===== src/rtl/jtframe_kabuki_enc.sv =====
// Kabuki encryptor: streaming inverse of the Z80 Kabuki opcode/data decoder.
// Plaintext bytes tagged with address and fetch type go in, cipher bytes come
// out three advancing cycles later. Keys load serially over prog_data/prog_we.
module jtframe_kabuki_enc #(
   parameter logic [15:0] XOR_DATA = 16'h1fc0
)(
   input  logic        clk,
   input  logic        rst,
   input  logic [7:0]  prog_data,
   input  logic        prog_we,
   output logic        key_ok,
   input  logic        en,
   input  logic        in_valid,
   output logic        in_ready,
   input  logic        in_m1,
   input  logic [15:0] in_addr,
   input  logic [7:0]  in_data,
   output logic        out_valid,
   input  logic        out_ready,
   output logic [15:0] out_addr,
   output logic        out_m1,
   output logic [7:0]  out_data
);

   // Swap bit pair p when the hit bit selected by key nibble p is set
   function automatic logic [7:0] swap_a(input logic [7:0] b, input logic [15:0] k,
                                         input logic [7:0] h);
      logic [7:0] r;
      r = b;
      for (int p = 0; p < 4; p++) begin
         if (h[k[4*p +: 3]]) begin
            r[2*p]   = b[2*p+1];
            r[2*p+1] = b[2*p];
         end
      end
      return r;
   endfunction

   // Same as swap_a but pair p is controlled by nibble 3-p
   function automatic logic [7:0] swap_b(input logic [7:0] b, input logic [15:0] k,
                                         input logic [7:0] h);
      logic [7:0] r;
      r = b;
      for (int p = 0; p < 4; p++) begin
         if (h[k[4*(3-p) +: 3]]) begin
            r[2*p]   = b[2*p+1];
            r[2*p+1] = b[2*p];
         end
      end
      return r;
   endfunction

   function automatic logic [7:0] ror(input logic [7:0] b);
      return {b[0], b[7:1]};
   endfunction

   logic [87:0] key;
   logic [3:0]  cnt;
   logic [31:0] swap_key1;
   logic [31:0] swap_key2;
   logic [15:0] addr_key;
   logic [7:0]  xor_key;

   assign swap_key1 = key[87:56];
   assign swap_key2 = key[55:24];
   assign addr_key  = key[23:8];
   assign xor_key   = key[7:0];

   logic advance;
   logic accept;

   assign advance  = !out_valid || out_ready;
   assign in_ready = key_ok && !prog_we && advance;
   assign accept   = in_valid && in_ready;

   logic        s1_valid, s1_en, s1_m1;
   logic [15:0] s1_hit, s1_addr;
   logic [7:0]  s1_data;
   logic        s2_valid, s2_en, s2_m1;
   logic [15:0] s2_addr;
   logic [7:0]  s2_hl, s2_data;

   logic [15:0] hit_calc;
   logic [7:0]  s2_calc;
   logic [7:0]  out_calc;

   // Key shift register and byte counter; a byte arriving with a full key starts over
   always_ff @(posedge clk or posedge rst) begin
      if (rst) begin
         key    <= '0;
         cnt    <= '0;
         key_ok <= 1'b0;
      end else if (prog_we) begin
         key <= {key[79:0], prog_data};
         if (key_ok) begin
            cnt    <= 4'd1;
            key_ok <= 1'b0;
         end else begin
            cnt    <= cnt + 4'd1;
            key_ok <= (cnt == 4'd10);
         end
      end
   end

   // Hit word: opcode fetches use the raw address, data fetches the masked one plus one
   always_comb begin
      hit_calc = in_addr + addr_key;
      if (!in_m1) begin
         hit_calc = (in_addr ^ XOR_DATA) + addr_key + 16'd1;
      end
   end

   // Upper hit byte drives the first half of the permutation
   always_comb begin
      s2_calc = s1_data;
      if (s1_en) begin
         s2_calc = ror(swap_b(ror(swap_a(s1_data, swap_key2[31:16], s1_hit[15:8])),
                              swap_key2[15:0], s1_hit[15:8]));
      end
   end

   // Lower hit byte drives the XOR and second half of the permutation
   always_comb begin
      out_calc = s2_data;
      if (s2_en) begin
         out_calc = swap_a(ror(swap_b(s2_data ^ xor_key, swap_key1[31:16], s2_hl)),
                           swap_key1[15:0], s2_hl);
      end
   end

   // Valid bits move only when the output can advance; any key byte flushes the pipe
   always_ff @(posedge clk or posedge rst) begin
      if (rst) begin
         s1_valid  <= 1'b0;
         s2_valid  <= 1'b0;
         out_valid <= 1'b0;
      end else if (prog_we) begin
         s1_valid  <= 1'b0;
         s2_valid  <= 1'b0;
         out_valid <= 1'b0;
      end else if (advance) begin
         s1_valid  <= accept;
         s2_valid  <= s1_valid;
         out_valid <= s2_valid;
      end
   end

   // Payload registers follow the same advance enable as the valid bits
   always_ff @(posedge clk or posedge rst) begin
      if (rst) begin
         s1_hit   <= '0;
         s1_addr  <= '0;
         s1_data  <= '0;
         s1_en    <= 1'b0;
         s1_m1    <= 1'b0;
         s2_hl    <= '0;
         s2_addr  <= '0;
         s2_data  <= '0;
         s2_en    <= 1'b0;
         s2_m1    <= 1'b0;
         out_addr <= '0;
         out_data <= '0;
         out_m1   <= 1'b0;
      end else if (advance) begin
         s1_hit   <= hit_calc;
         s1_addr  <= in_addr;
         s1_data  <= in_data;
         s1_en    <= en;
         s1_m1    <= in_m1;
         s2_hl    <= s1_hit[7:0];
         s2_addr  <= s1_addr;
         s2_data  <= s2_calc;
         s2_en    <= s1_en;
         s2_m1    <= s1_m1;
         out_addr <= s2_addr;
         out_data <= out_calc;
         out_m1   <= s2_m1;
      end
   end

endmodule

===== config.mk =====
export PLATFORM = sky130hd
export DESIGN_NAME = jtframe_kabuki_enc
export DESIGN_NICKNAME = d
export VERILOG_FILES = /design/src/rtl/jtframe_kabuki_enc.sv
export SDC_FILE = /design/constraint.sdc
export NUM_CORES = 1
export LEC_CHECK = 0
export CORE_AREA = 2 2 149 151
export DETAILED_ROUTE_END_ITERATION = 10
export DIE_AREA = 0 0 151 153
export PLACE_DENSITY = 0.6
export SETUP_SLACK_MARGIN = 0.15
export SKIP_CTS_REPAIR_TIMING = 1
export SLEW_MARGIN = 20
export SYNTH_ARGS = -nofsm -noshare
export SYNTH_HDL_FRONTEND = slang
export SYNTH_SLANG_ARGS = --single-unit

===== constraint.sdc =====
create_clock -name clk -period 8.5 [get_ports clk]
set_input_delay 2.55 -clock clk [delete_from_list [all_inputs] [get_ports clk]]
set_output_delay 2.55 -clock clk [all_outputs]
set_load 0.01 [all_outputs]

==> metrics.md, run 1 <==
| Metric | Value |
|---|---|
| Status | completed |
| Setup clock skew after layout | roughly 9.4 ps |
| I/O pin total | 67 |
| Final Hold Viols | 0 |
| Wire length of the first global-routing pass | 36100 um |
| CP peak stage delay | approximately 570 ps |
| Post-synthesis register bit count | 181 |
| R2r setup slk | about 6000 ps |
| Maximum vdd ir drop | 0.137 mV |
| Synth Instances | between 800 and 900 |
| Net switching fraction of the power | 35.1% |
| Area leader, netlist | sky130_fd_sc_hd__dfrtp_1 |
| Unrepaired setup endpoints after global routing | false |
| Pin count of the biggest net entering global routing | 82 |
| Final weighted congestion in routability-driven placement | roughly 0.97 |
| Deepest clock path buffer count | 2 |
| Cells taking the most area after synthesis | sky130_fd_sc_hd__dfrtp_1, sky130_fd_sc_hd__mux2_2, sky130_fd_sc_hd__nand2_1, sky130_fd_sc_hd__mux4_2, sky130_fd_sc_hd__mux2i_1 |
| Sinks on Clock Net | approximately 180 |
| Slowest stage cell on the critical path | sky130_fd_sc_hd__clkdlybuf4s50_1 |
| Switching pwr | 1.16 mW |
| Number of buffers inserted during clock tree synthesis | 17 |
| Wirelength, routed | 22300 um |
| Number of antenna violations at the first check in global routing | 0 |
| Num rows | 54 |
| Clock tree from TritonCTS | built |
| Worst-case hold path end point | s1_addr[14] |
| Depth of the worst register-to-register path | 7 |
| Final Cell Area | 0.0110 mm^2 |
| Commonest cells in the netlist | sky130_fd_sc_hd__nand2_1, sky130_fd_sc_hd__dfrtp_1, sky130_fd_sc_hd__mux2_2 |
| Initial cell density of the core | 44.1% |
| Overall fraction of global-route tracks in use | 20.3% |
| Area share of the largest cell type after synthesis | roughly 48% |
| Achievable clock frequency | 155 MHz |
| Number of stages on the worst setup path | 4 |
| Most prevalent standard cell on the critical path | sky130_fd_sc_hd__clkdlybuf4s50_1 |
| First-pass DRT Iterations | 5 |
| Area of the core region | between 0.02 and 0.025 mm^2 |
| HPWL after DPL | 15500 um |
| Final period util | 75.7% |
| Reg clk slew, reported paths | 70 ps |
| Top-count cell post-synth | sky130_fd_sc_hd__nand2_1 |
| Beginning of the worst register-to-register path | key[17] |
| Min-Delay Startpoint | s1_addr[14] |
| Final core utilization | 51.3% |
| Combinational fraction of design power | between 30% and 40% |
| Gate family responsible for the most delay along the worst path | buffers and inverters |
| Worst Path Max Fanout | 2 |
| Minimum clock period | 6430 ps |
| Critical Path, Cell by Cell | clkdlybuf4s50_1 > nor2b_4 > nor3_1 > clkdlybuf4s50_1 |
| Average wire length per cell after detail routing | between 15 and 20 um |
| Clock latency of the later-clocked register in the worst-skew pair | 440 ps |
| Worst Path Required | roughly 6000 ps |
| Syn Std Cell Area | roughly 0.0095 mm^2 |
| Net count reported at finish | 1000 |
| Crit path launch type | primary input |
| Max-slew violation count | 0 |
| EDFF count, synth | 0 |
| Pwr dens | 299 mW/mm^2 |
| Count of vias placed by the detailed router | 6663 |
| Mean instance size in the synthesized netlist | 10.7 um^2 |
| Placed cell areas | 0.0104 mm^2 |
| Number of remaining DRC errors | 0 |
| Antenna Nets Post-Route | 0 |
| Count of H-tree levels built during CTS | 4 |
| Iteration-0 DRC Markers | 398 |
| Sequential fraction of design power | 41.5% |
| Net count after synthesis | 951 |
| Sort of element at the end of the critical path | primary output |
| Primary flip-flop cell chosen by synthesis mapping | sky130_fd_sc_hd__dfrtp_1 |
| Port bufs | 66 |
| Sequential cell area fraction in the yosys report | 47.8% |
| Critical R2R Capture | s1_hit[14] |
| Depth of the worst hold-timing path | 2 |
| Worst-Margin Slew | 930 ps |
| Leakage power | 4.83 nW |
| Final sum of negative setup slack | 0 ps |
| Final Setup Violations | 0 |
| Internal power | 2.14 mW |
| Ant diodes | 0 |
| Max transition margin | 38.0% |
| Worst min-delay path category | reg -> reg |
| Category of the most critical setup path | in -> out |
| Die boundary width | roughly 150 um |
| Buffers and inverters on the worst path | 2 |
| Fraction of final layout cells with drive strength greater than 1 | 17.5% |
| Clock network fraction of total power | 25.1% |
| Share of async-settable or async-resettable flops after synthesis | 100% |
| Warning count from the yosys run | 0 |
| Vias in the first global route | 6549 |
| CTS root buf | sky130_fd_sc_hd__clkbuf_16 |
| Worst Path Arrival | 3880 ps |
| Distinct cells, synth | 59 |
| Final global-route overflow total | 0 |
| Vias per std cell | ~5.4 |
| Die Span Y | 153 um |
| Syn-to-layout area delta | 16.2% |
| Die area | roughly 0.023 mm^2 |
| Maximum capacitance violations | 0 |
## cells in the final DEF, fill, tap and decap left out, types with 5 or more instances in the layout
cell type	count
sky130_fd_sc_hd__a21oi_1	49
sky130_fd_sc_hd__o31ai_1	5
sky130_fd_sc_hd__mux2i_1	42
sky130_fd_sc_hd__inv_6	5
sky130_fd_sc_hd__nor2_1	30
sky130_fd_sc_hd__clkdlybuf4s50_1	65
sky130_fd_sc_hd__ha_1	26
sky130_fd_sc_hd__o21ai_0	31
sky130_fd_sc_hd__mux2_2	79
sky130_fd_sc_hd__buf_4	6
sky130_fd_sc_hd__mux4_2	32
sky130_fd_sc_hd__inv_1	25
sky130_fd_sc_hd__o21ai_1	13
sky130_fd_sc_hd__xnor2_1	20
sky130_fd_sc_hd__nor3b_1	17
sky130_fd_sc_hd__clkbuf_16	17
sky130_fd_sc_hd__dfrtp_1	181
sky130_fd_sc_hd__nand2_1	217
sky130_fd_sc_hd__nand3_1	8
sky130_fd_sc_hd__clkinv_8	7
## worst min-delay path, stage by stage (launching register included)
cell and delay [ps]:
sky130_fd_sc_hd__dfrtp_1 340, sky130_fd_sc_hd__nand2_1 50, sky130_fd_sc_hd__nand2_1 50
## kinds of logic (layout without fill, tap and decap cells)
| kind of cell | count (synthesis) | after routing | synth area share (%) |
|---|---|---|---|
| AOI/OAI and AO/OA | 132 | 132 | 8.61 |
| xor gates and xnor gates | 23 | 23 | 2.12 |
| adders and majority gates | 28 | 28 | 3.85 |
| buffers and inverters | 71 | 133 | 2.94 |
| DFF | 181 | 181 | 47.8 |
| muxes | 153 | 153 | 21.4 |
| and+or+nand+nor | 296 | 296 | 13.3 |
## how the worst max path moves through the flow
stage,from,endpoint,slack [ps]
final,out_ready,in_ready,2070
after floorplan,rst,cnt[0],1030
after CTS,out_ready,in_ready,2010
after global placement,out_ready,in_ready,2010
after global routing,out_ready,in_ready,2010
after detailed placement,out_ready,in_ready,2010
## layout make-up
cell class | instances | area [um^2]
flip-flops and latches | 181 | 4530
inverters | 29 | 114
clock inverters | 15 | 208
multi-input cells | 632 | 4690
fillers | 1990 | 10500
well taps | 280 | 350
repair buffers | 72 | 707
clock buffers | 17 | 425
## routing by layer
metal | global-route usage [%] | part of all wire, %
met1 | 28.1 | 45
met4 | 5.96 | 1.4
met2 | 32.6 | 49
met3 | 3.76 | 4.5
met5 | 0 | 0
## metrics by stage
stage               hold WS, ps  setup slack (ps)  cells  total power [mW]
finish                      469              2070   1226              3.30
global route                495              2010   1226              3.49
CTS                         473              2010   1226              3.33
detailed placement          455              2010   1194              2.49
global placement            449              2010   1194              2.46
floorplan                   439              1030    884              2.14
## power groups by stage
stage | Combinational (mW) | Sequential (mW) | Clock (mW)
2_1_floorplan | 0.855 | 1.28 | 0
3_3_place_gp | 1.09 | 1.37 | 0
3_5_place_dp | 1.10 | 1.38 | 0
4_1_cts | 1.11 | 1.37 | 0.847
5_1_grt | 1.20 | 1.41 | 0.881
6_report | 1.10 | 1.37 | 0.826
## sequential cells by signal (all words and copies together), names as in the netlist, 4 cells and up
| signal | cells |
|---|---|
| key | 72 |
| out_addr | 16 |
| s1_addr | 16 |
| s1_hit | 16 |
| s2_addr | 16 |
| out_data | 8 |
| s1_data | 8 |
| s2_data | 8 |
| s2_hl | 8 |
| cnt | 4 |
Note: power is estimated with default switching activity, not from simulation.
==> run 2, diff against run 1 <==
PLACE_DENSITY = 0.62   (was 0.6)
clock period = 5.4 ns   (was 8.5 ns; I/O delays follow)
==> run 2 against run 1 <==
  * Utilization decreased by 0.058 points
  * Die area unchanged
  * Sequential share of layout area about the same
  * Worst hold slack got worse by 3.3 ps
  * Total power increased by 56%
  * Clock power increased by 51%
  * First-iteration DRC count decreased by 0.25%
  * Sequential power increased by 57%
  * Setup slack got worse by 1200 ps
  * Via count increased by 0.69%
  * Register-to-register slack got worse by 3100 ps
  * Critical path depth unchanged
==> metrics.md, run 2 (synthesis gave the netlist of run 1 again) <==
| Metric | Value |
|---|---|
| Combinational fraction of design power | 34.0% (+0.6 points) |
| Number of flip-flops under the largest register name | 72 (unchanged) |
| Overall fraction of global-route tracks in use | 20.1% (-0.16 points) |
| R2r setup slk | 2950 ps (-3070 ps) |
| Final Setup Violations | 0 (unchanged) |
| Wire length of the first global-routing pass | 36100 um (about the same) |
| Internal power | 3.39 mW (+58%) |
| Final Cell Area | 0.0110 mm^2 (-0.11%) |
| Depth of the worst register-to-register path | 8 (+1) |
| Die area | 0.0231 mm^2 (unchanged) |
| Critical Path, Cell by Cell | clkdlybuf4s50_1 > nor2b_4 > nor3_1 > clkdlybuf4s50_1 |
| Number of antenna violations at the first check in global routing | 0 (unchanged) |
| Clock tree from TritonCTS | built |
| Count of vias placed by the detailed router | 6709 (+0.69%) |
| Status | completed |
| Number of buffers inserted during clock tree synthesis | 17 (unchanged) |
| Die Span Y | 153 um (unchanged) |
| Iteration-0 DRC Markers | 397 (-0.25%) |
| Final weighted congestion in routability-driven placement | 0.851 (-12%) |
| Most common cell after layout, fill and taps aside | sky130_fd_sc_hd__nand2_1 |
| Final Hold Viols | 0 (unchanged) |
| Max transition margin | 39.4% (+1.3 points) |
| I/O pin total | 67 (unchanged) |
| First-pass DRT Iterations | 5 (unchanged) |
| Most prevalent standard cell on the critical path | sky130_fd_sc_hd__clkdlybuf4s50_1 |
| Clock network fraction of total power | 24.2% (-0.9 points) |
| Sequential fraction of design power | 41.7% (+0.2 points) |
| Crit path launch type | primary input |
| Minimum clock period | 4530 ps |
| Register bank with the most flops | key |
| Critical R2R Capture | s1_hit[11] |
| Count of H-tree levels built during CTS | 4 (unchanged) |
| Net switching fraction of the power | 34.2% (-0.91 points) |
| Leakage power | 4.82 nW (-0.16%) |
| Depth of the worst hold-timing path | 2 (unchanged) |
| Min-Delay Startpoint | s1_addr[4] |
| Maximum vdd ir drop | 0.203 mV (+49%) |
| Placed cell areas | 0.0104 mm^2 (+0.45%) |
| Antenna Nets Post-Route | 0 (unchanged) |
| Maximum capacitance violations | 0 (unchanged) |
| Unrepaired setup endpoints after global routing | false |
| Achievable clock frequency | 221 MHz |
| Max-slew violation count | 0 (unchanged) |
| Clock latency of the later-clocked register in the worst-skew pair | 430 ps (about the same) |
| Pwr dens | 467 mW/mm^2 (+56%) |
| Final sum of negative setup slack | 0 ps (unchanged) |
| Sort of element at the end of the critical path | primary output |
| Most frequent cells in the layout | sky130_fd_sc_hd__nand2_1, sky130_fd_sc_hd__dfrtp_1, sky130_fd_sc_hd__mux2_2 |
| Combined flip-flop and latch cell area | 0.00453 mm^2 (unchanged) |
| Switching pwr | 1.76 mW (+52%) |
| CTS root buf | sky130_fd_sc_hd__clkbuf_16 |
| Num rows | 54 (unchanged) |
| Final period util | between 80% and 90% |
| Sinks on Clock Net | 181 (unchanged) |
| Area of the core region | 0.0215 mm^2 (unchanged) |
| Port bufs | 66 (unchanged) |
| Worst-case hold path end point | s1_addr[4] |
| Final core utilization | 51.2% (-0.058 points) |
| Worst Path Max Fanout | 2 (unchanged) |
| Buffers and inverters on the worst path | 2 (unchanged) |
| Average wire length per cell after detail routing | 17.9 um (-1.5%) |
| Vias in the first global route | 6719 (+2.6%) |
| Setup clock skew after layout | 10.3 ps (+0.923 ps) |
| Wirelength, routed | 22000 um (-1.3%) |
| Fill cell total of the finished layout | 1985 (-0.25%) |
| Deepest clock path buffer count | 2 (unchanged) |
| Initial cell density of the core | 44.1% (unchanged) |
| Fraction of final layout cells with drive strength greater than 1 | 17.6% (+0.068 points) |
| Category of the most critical setup path | in -> out |
| Ant diodes | 0 (unchanged) |
| Number of remaining DRC errors | 0 (unchanged) |
| Worst min-delay path category | reg -> reg |
| Die boundary width | 151 um (unchanged) |
| Slowest stage cell on the critical path | sky130_fd_sc_hd__clkdlybuf4s50_1 |
| Reg clk slew, reported paths | 70 ps (about the same) |
| HPWL after DPL | 15800 um (+1.5%) |
| Worst Path Required | 3780 ps (-2170 ps) |
| Net count reported at finish | 1003 (+0.30%) |
| Syn-to-layout area delta | 16.1% |
| Total Power Consumption | 5.14 mW (+56%) |
| Area used by multi-input combinational logic | 0.00469 mm^2 (unchanged) |
| Gate family responsible for the most delay along the worst path | buffers and inverters |
| Final global-route overflow total | 0 (unchanged) |
| CP peak stage delay | 560 ps (about the same) |
| Worst Path Arrival | 2910 ps (-970 ps) |
| Beginning of the worst register-to-register path | key[10] |
| Worst-Margin Slew | 908 ps (-21.9 ps) |
| Vias per std cell | 5.46 (+0.53%) |
| Pin count of the biggest net entering global routing | 83 (+1.2%) |
run 2: cell types whose count changed in the layout (fill, tap and decap cells not counted), moves of 2 or more:
cell                         previous run  this run
sky130_fd_sc_hd__clkinvlp_4             0         3
sky130_fd_sc_hd__buf_4                  6         8
sky130_fd_sc_hd__buf_12                 0         2
sky130_fd_sc_hd__clkinv_8               7         0
sky130_fd_sc_hd__clkinv_2               0         2
run 2: worst max-delay path by stage:
stage | endpoint | from | cells past startpoint
final | in_ready | out_ready | 4
after global routing | in_ready | out_ready | 4
after CTS | in_ready | out_ready | 4
after detailed placement | in_ready | out_ready | 4
after global placement | in_ready | out_ready | 4
after floorplan | in_ready | out_ready | 5
run 2: cell type report:
type,instances,area share [%]
Clock buffer,18,3.90
Clock inverter,13,1.35
Inverter,29,1.02
Multi-Input combinational cell,632,42.6
Sequential cell,181,41.2
Tap cell,280,3.18
Timing Repair Buffer,75,6.82
run 2: stage by stage:
| stage | setup slack [ps] | hold WS (ps) | cells |
|---|---|---|---|
| after global placement | 876 | 451 | 1197 |
| after global routing | 769 | 490 | 1228 |
| final | 866 | 466 | 1228 |
| after CTS | 866 | 472 | 1228 |
| after floorplan | 1080 | 439 | 884 |
| after detailed placement | 861 | 455 | 1197 |
run 2: worst register-to-register path: stages, from the launching register on:
cell and delay [ps]:
sky130_fd_sc_hd__dfrtp_1 420, sky130_fd_sc_hd__ha_1 520, sky130_fd_sc_hd__nand3_4 130, sky130_fd_sc_hd__a2111oi_4 410, sky130_fd_sc_hd__a211oi_2 110, sky130_fd_sc_hd__o31ai_1 290
sky130_fd_sc_hd__a311oi_2 160, sky130_fd_sc_hd__xnor2_1 200, sky130_fd_sc_hd__a21oi_1 90
run 2: power by group through the flow:
stage,clock network [mW],logic [mW],registers (mW)
after floorplan,0,1.35,2.02
after global placement,0,1.73,2.15
after detailed placement,0,1.76,2.17
after CTS,1.27,1.77,2.14
after global routing,1.34,1.91,2.21
final,1.25,1.75,2.15
run 2: metal layers:
metal / track usage [%] / up-vias / routed length [um] / part of all wire [%]
met5: 0 / - / 0 / 0
li1: - / 3192 / - / -
met3: 3.55 / 16 / 666 / 3.0
met4: 4.58 / 0 / 283 / 1.3
met1: 28.7 / 3379 / 10400 / 47
met2: 32.1 / 122 / 10700 / 48
==> run 3, diff against run 2 <==
clock period = 3.7 ns   (was 5.4 ns; I/O delays follow)
==> run 3 against run 2 <==
  * Clock skew rose by 2.0 ps
  * Combinational power grew 47%
  * Sequential power up 46%
  * Via count down 1.1%
  * Wire length is 1.6% higher
  * Setup slack lost 370 ps
  * Sequential share of layout area fell by 0.38 points
  * Non-clock buffer count is 10 higher
  * Largest cell class unchanged
  * Critical endpoint unchanged
  * Utilization rose by 0.48 points
==> metrics.md, run 3 (synthesis gave the netlist of run 1 again) <==
| Metric | Value |
|---|---|
| Worst-case hold path end point | out_addr[12] |
| Max-slew violation count | 0 (unchanged) |
| Die boundary width | 151 um (unchanged) |
| Number of antenna violations at the first check in global routing | 0 (unchanged) |
| Fraction of final layout cells with drive strength greater than 1 | 18.7% (+1.0 points) |
| Internal power | 4.86 mW (+43%) |
| Iteration-0 DRC Markers | 351 (-12%) |
| Deepest clock path buffer count | 2 (unchanged) |
| Wirelength, routed | 22400 um (+1.6%) |
| Beginning of the worst register-to-register path | key[10] |
| Average wire length per cell after detail routing | 18.0 um (+0.74%) |
| Register bank with the most flops | key |
| Slowest stage cell on the critical path | sky130_fd_sc_hd__clkdlybuf4s50_1 |
| Final Setup Violations | 0 (unchanged) |
| HPWL after DPL | 16300 um (+3.3%) |
| Final sum of negative setup slack | 0 ps (unchanged) |
| Vias per std cell | 5.35 (-2.0%) |
| R2r setup slk | 1280 ps (-1670 ps) |
| Critical Path, Cell by Cell | dlymetal6s2s_1 > nor2b_4 > nor3_1 > clkdlybuf4s50_1 |
| Maximum capacitance violations | 0 (unchanged) |
| Fill cell total of the finished layout | 1938 (-2.4%) |
| Net switching fraction of the power | 35.3% (+1.1 points) |
| Worst-Margin Slew | 736 ps (-172 ps) |
| Max transition margin | 51.0% (+12 points) |
| First-pass DRT Iterations | 4 (-1) |
| Overall fraction of global-route tracks in use | 20.6% (+0.50 points) |
| Area of the core region | 0.0215 mm^2 (unchanged) |
| Sinks on Clock Net | 181 (unchanged) |
| Ant diodes | 0 (unchanged) |
| Final cell count without fillers | 1239 (+0.90%) |
| Combined flip-flop and latch cell area | 0.00453 mm^2 (unchanged) |
| Most frequent cells in the layout | sky130_fd_sc_hd__nand2_1, sky130_fd_sc_hd__dfrtp_1, sky130_fd_sc_hd__mux2_2 |
| Port bufs | 66 (unchanged) |
| Unrepaired setup endpoints after global routing | false |
| Sequential fraction of design power | 41.8% (about the same) |
| Sort of element at the end of the critical path | primary output |
| Setup clock skew after layout | 12.3 ps (+2.05 ps) |
| Leakage power | 4.89 nW (+1.4%) |
| Worst Path Required | 2590 ps (-1190 ps) |
| Achievable clock frequency | 312 MHz |
| Pwr dens | 675 mW/mm^2 (+44%) |
| Die area | 0.0231 mm^2 (unchanged) |
| Buffers and inverters on the worst path | 2 (unchanged) |
| Num rows | 54 (unchanged) |
| Number of remaining DRC errors | 0 (unchanged) |
| Most common cell after layout, fill and taps aside | sky130_fd_sc_hd__nand2_1 |
| Switching pwr | 2.65 mW (+50%) |
| Crit path launch type | primary input |
| Number of flip-flops under the largest register name | 72 (unchanged) |
| Initial cell density of the core | 44.1% (unchanged) |
| Category of the most critical setup path | in -> out |
| Reg clk slew, reported paths | 80 ps (about the same) |
| Combinational fraction of design power | 34.4% (+0.4 points) |
| Final weighted congestion in routability-driven placement | 0.904 (+6.2%) |
| Critical R2R Capture | s1_hit[13] |
| Count of H-tree levels built during CTS | 4 (unchanged) |
| Wire length of the first global-routing pass | 36500 um (+1.1%) |
| Min-Delay Startpoint | out_addr[12] |
| Count of vias placed by the detailed router | 6632 (-1.1%) |
| Final Hold Viols | 0 (unchanged) |
| Gate family responsible for the most delay along the worst path | buffers and inverters |
| Worst Path Arrival | 2100 ps (-810 ps) |
| Depth of the worst hold-timing path | 2 (unchanged) |
| Minimum clock period | 3210 ps |
| Post-Place Cells | 1207 (+0.84%) |
| Syn-to-layout area delta | 17.2% |
| CTS root buf | sky130_fd_sc_hd__clkbuf_16 |
| Worst min-delay path category | reg -> reg |
| Final period util | 86.7% |
| Antenna Nets Post-Route | 0 (unchanged) |
| Net count reported at finish | 1013 (+1.0%) |
| Vias in the first global route | 6709 (-0.15%) |
| Status | completed |
| Worst Path Max Fanout | 2 (unchanged) |
| Area used by multi-input combinational logic | 0.00469 mm^2 (unchanged) |
| Die Span Y | 153 um (unchanged) |
| Final global-route overflow total | 0 (unchanged) |
| Clock latency of the later-clocked register in the worst-skew pair | 440 ps (about the same) |
| Depth of the worst register-to-register path | 8 (unchanged) |
| Clock tree from TritonCTS | built |
| Number of buffers inserted during clock tree synthesis | 17 (unchanged) |
| Pin count of the biggest net entering global routing | 128 (+54%) |
| CP peak stage delay | 560 ps (about the same) |
| Clock network fraction of total power | 23.8% (-0.4 points) |
| Maximum vdd ir drop | 0.314 mV (+55%) |
| I/O pin total | 67 (unchanged) |
run 3: cell count changes in the layout (fill, tap and decap cells not counted):
cell / previous run / this run
sky130_fd_sc_hd__buf_12: 2 / 4
sky130_fd_sc_hd__buf_4: 8 / 16
sky130_fd_sc_hd__bufinv_16: 2 / 0
sky130_fd_sc_hd__clkbuf_1: 1 / 0
sky130_fd_sc_hd__clkdlybuf4s50_1: 65 / 64
sky130_fd_sc_hd__clkinv_2: 2 / 0
sky130_fd_sc_hd__clkinv_4: 2 / 3
sky130_fd_sc_hd__clkinv_8: 0 / 2
sky130_fd_sc_hd__clkinvlp_4: 3 / 1
sky130_fd_sc_hd__dlymetal6s2s_1: 0 / 1
sky130_fd_sc_hd__inv_6: 4 / 7
sky130_fd_sc_hd__inv_8: 1 / 3
run 3: power by group through the flow:
stage	logic, mW	registers [mW]	clock network, mW
floorplan	1.97	2.95	0
global route	2.81	3.24	1.91
global placement	2.56	3.15	0
detailed placement	2.59	3.17	0
CTS	2.61	3.14	1.83
finish	2.58	3.13	1.79
run 3: area by class of cell:
| class | instances | area share, % |
|---|---|---|
| clock buffers | 17 | 3.83 |
| clock inverters | 15 | 1.39 |
| inverters | 29 | 1.01 |
| multi-input cells | 632 | 42.2 |
| flip-flops and latches | 181 | 40.8 |
| well taps | 280 | 3.15 |
| repair buffers | 85 | 7.68 |
run 3: how the worst max path moves through the flow:
stage / cells past startpoint / slack, ps / endpoint / start
2_1_floorplan: 1 / 270 / cnt[0] / rst
3_3_place_gp: 4 / 110 / in_ready / out_ready
3_5_place_dp: 4 / 100 / in_ready / out_ready
6_report: 4 / 490 / in_ready / out_ready
5_1_grt: 9 / 430 / s1_hit[13] / in_addr[2]
4_1_cts: 4 / 100 / in_ready / out_ready
run 3: layer usage:
layer | routed length (um) | share of wire, % | global-route usage, % | vias up
li1 | - | - | - | 3216
met1 | 10300 | 46 | 29.0 | 3271
met2 | 10800 | 48 | 32.9 | 127
met3 | 932 | 4.2 | 3.97 | 18
met4 | 344 | 1.5 | 5.25 | 0
met5 | 0 | 0 | 0 | -
run 3: metrics by stage:
| stage | hold slack [ps] | cell area (um^2) | worst slack (ps) | utilization [%] | power (mW) |
|---|---|---|---|---|---|
| 3_3_place_gp | 450 | 10500 | 108 | 49.0 | 5.71 |
| 4_1_cts | 473 | 11100 | 96.5 | 51.7 | 7.57 |
| 6_report | 469 | 11100 | 493 | 51.7 | 7.50 |
| 5_1_grt | 487 | 11100 | 427 | 51.7 | 7.96 |
| 2_1_floorplan | 439 | 9490 | 267 | - | 4.91 |
| 3_5_place_dp | 456 | 10500 | 96.5 | 49.0 | 5.76 |
run 3: worst register-to-register path: cells and delay by family (launching register included):
family	cells	cell delay (ps)
simple gates	2	430
compound gates	4	760
fa+ha+maj	1	530
flops	1	440
xor+xnor	1	150
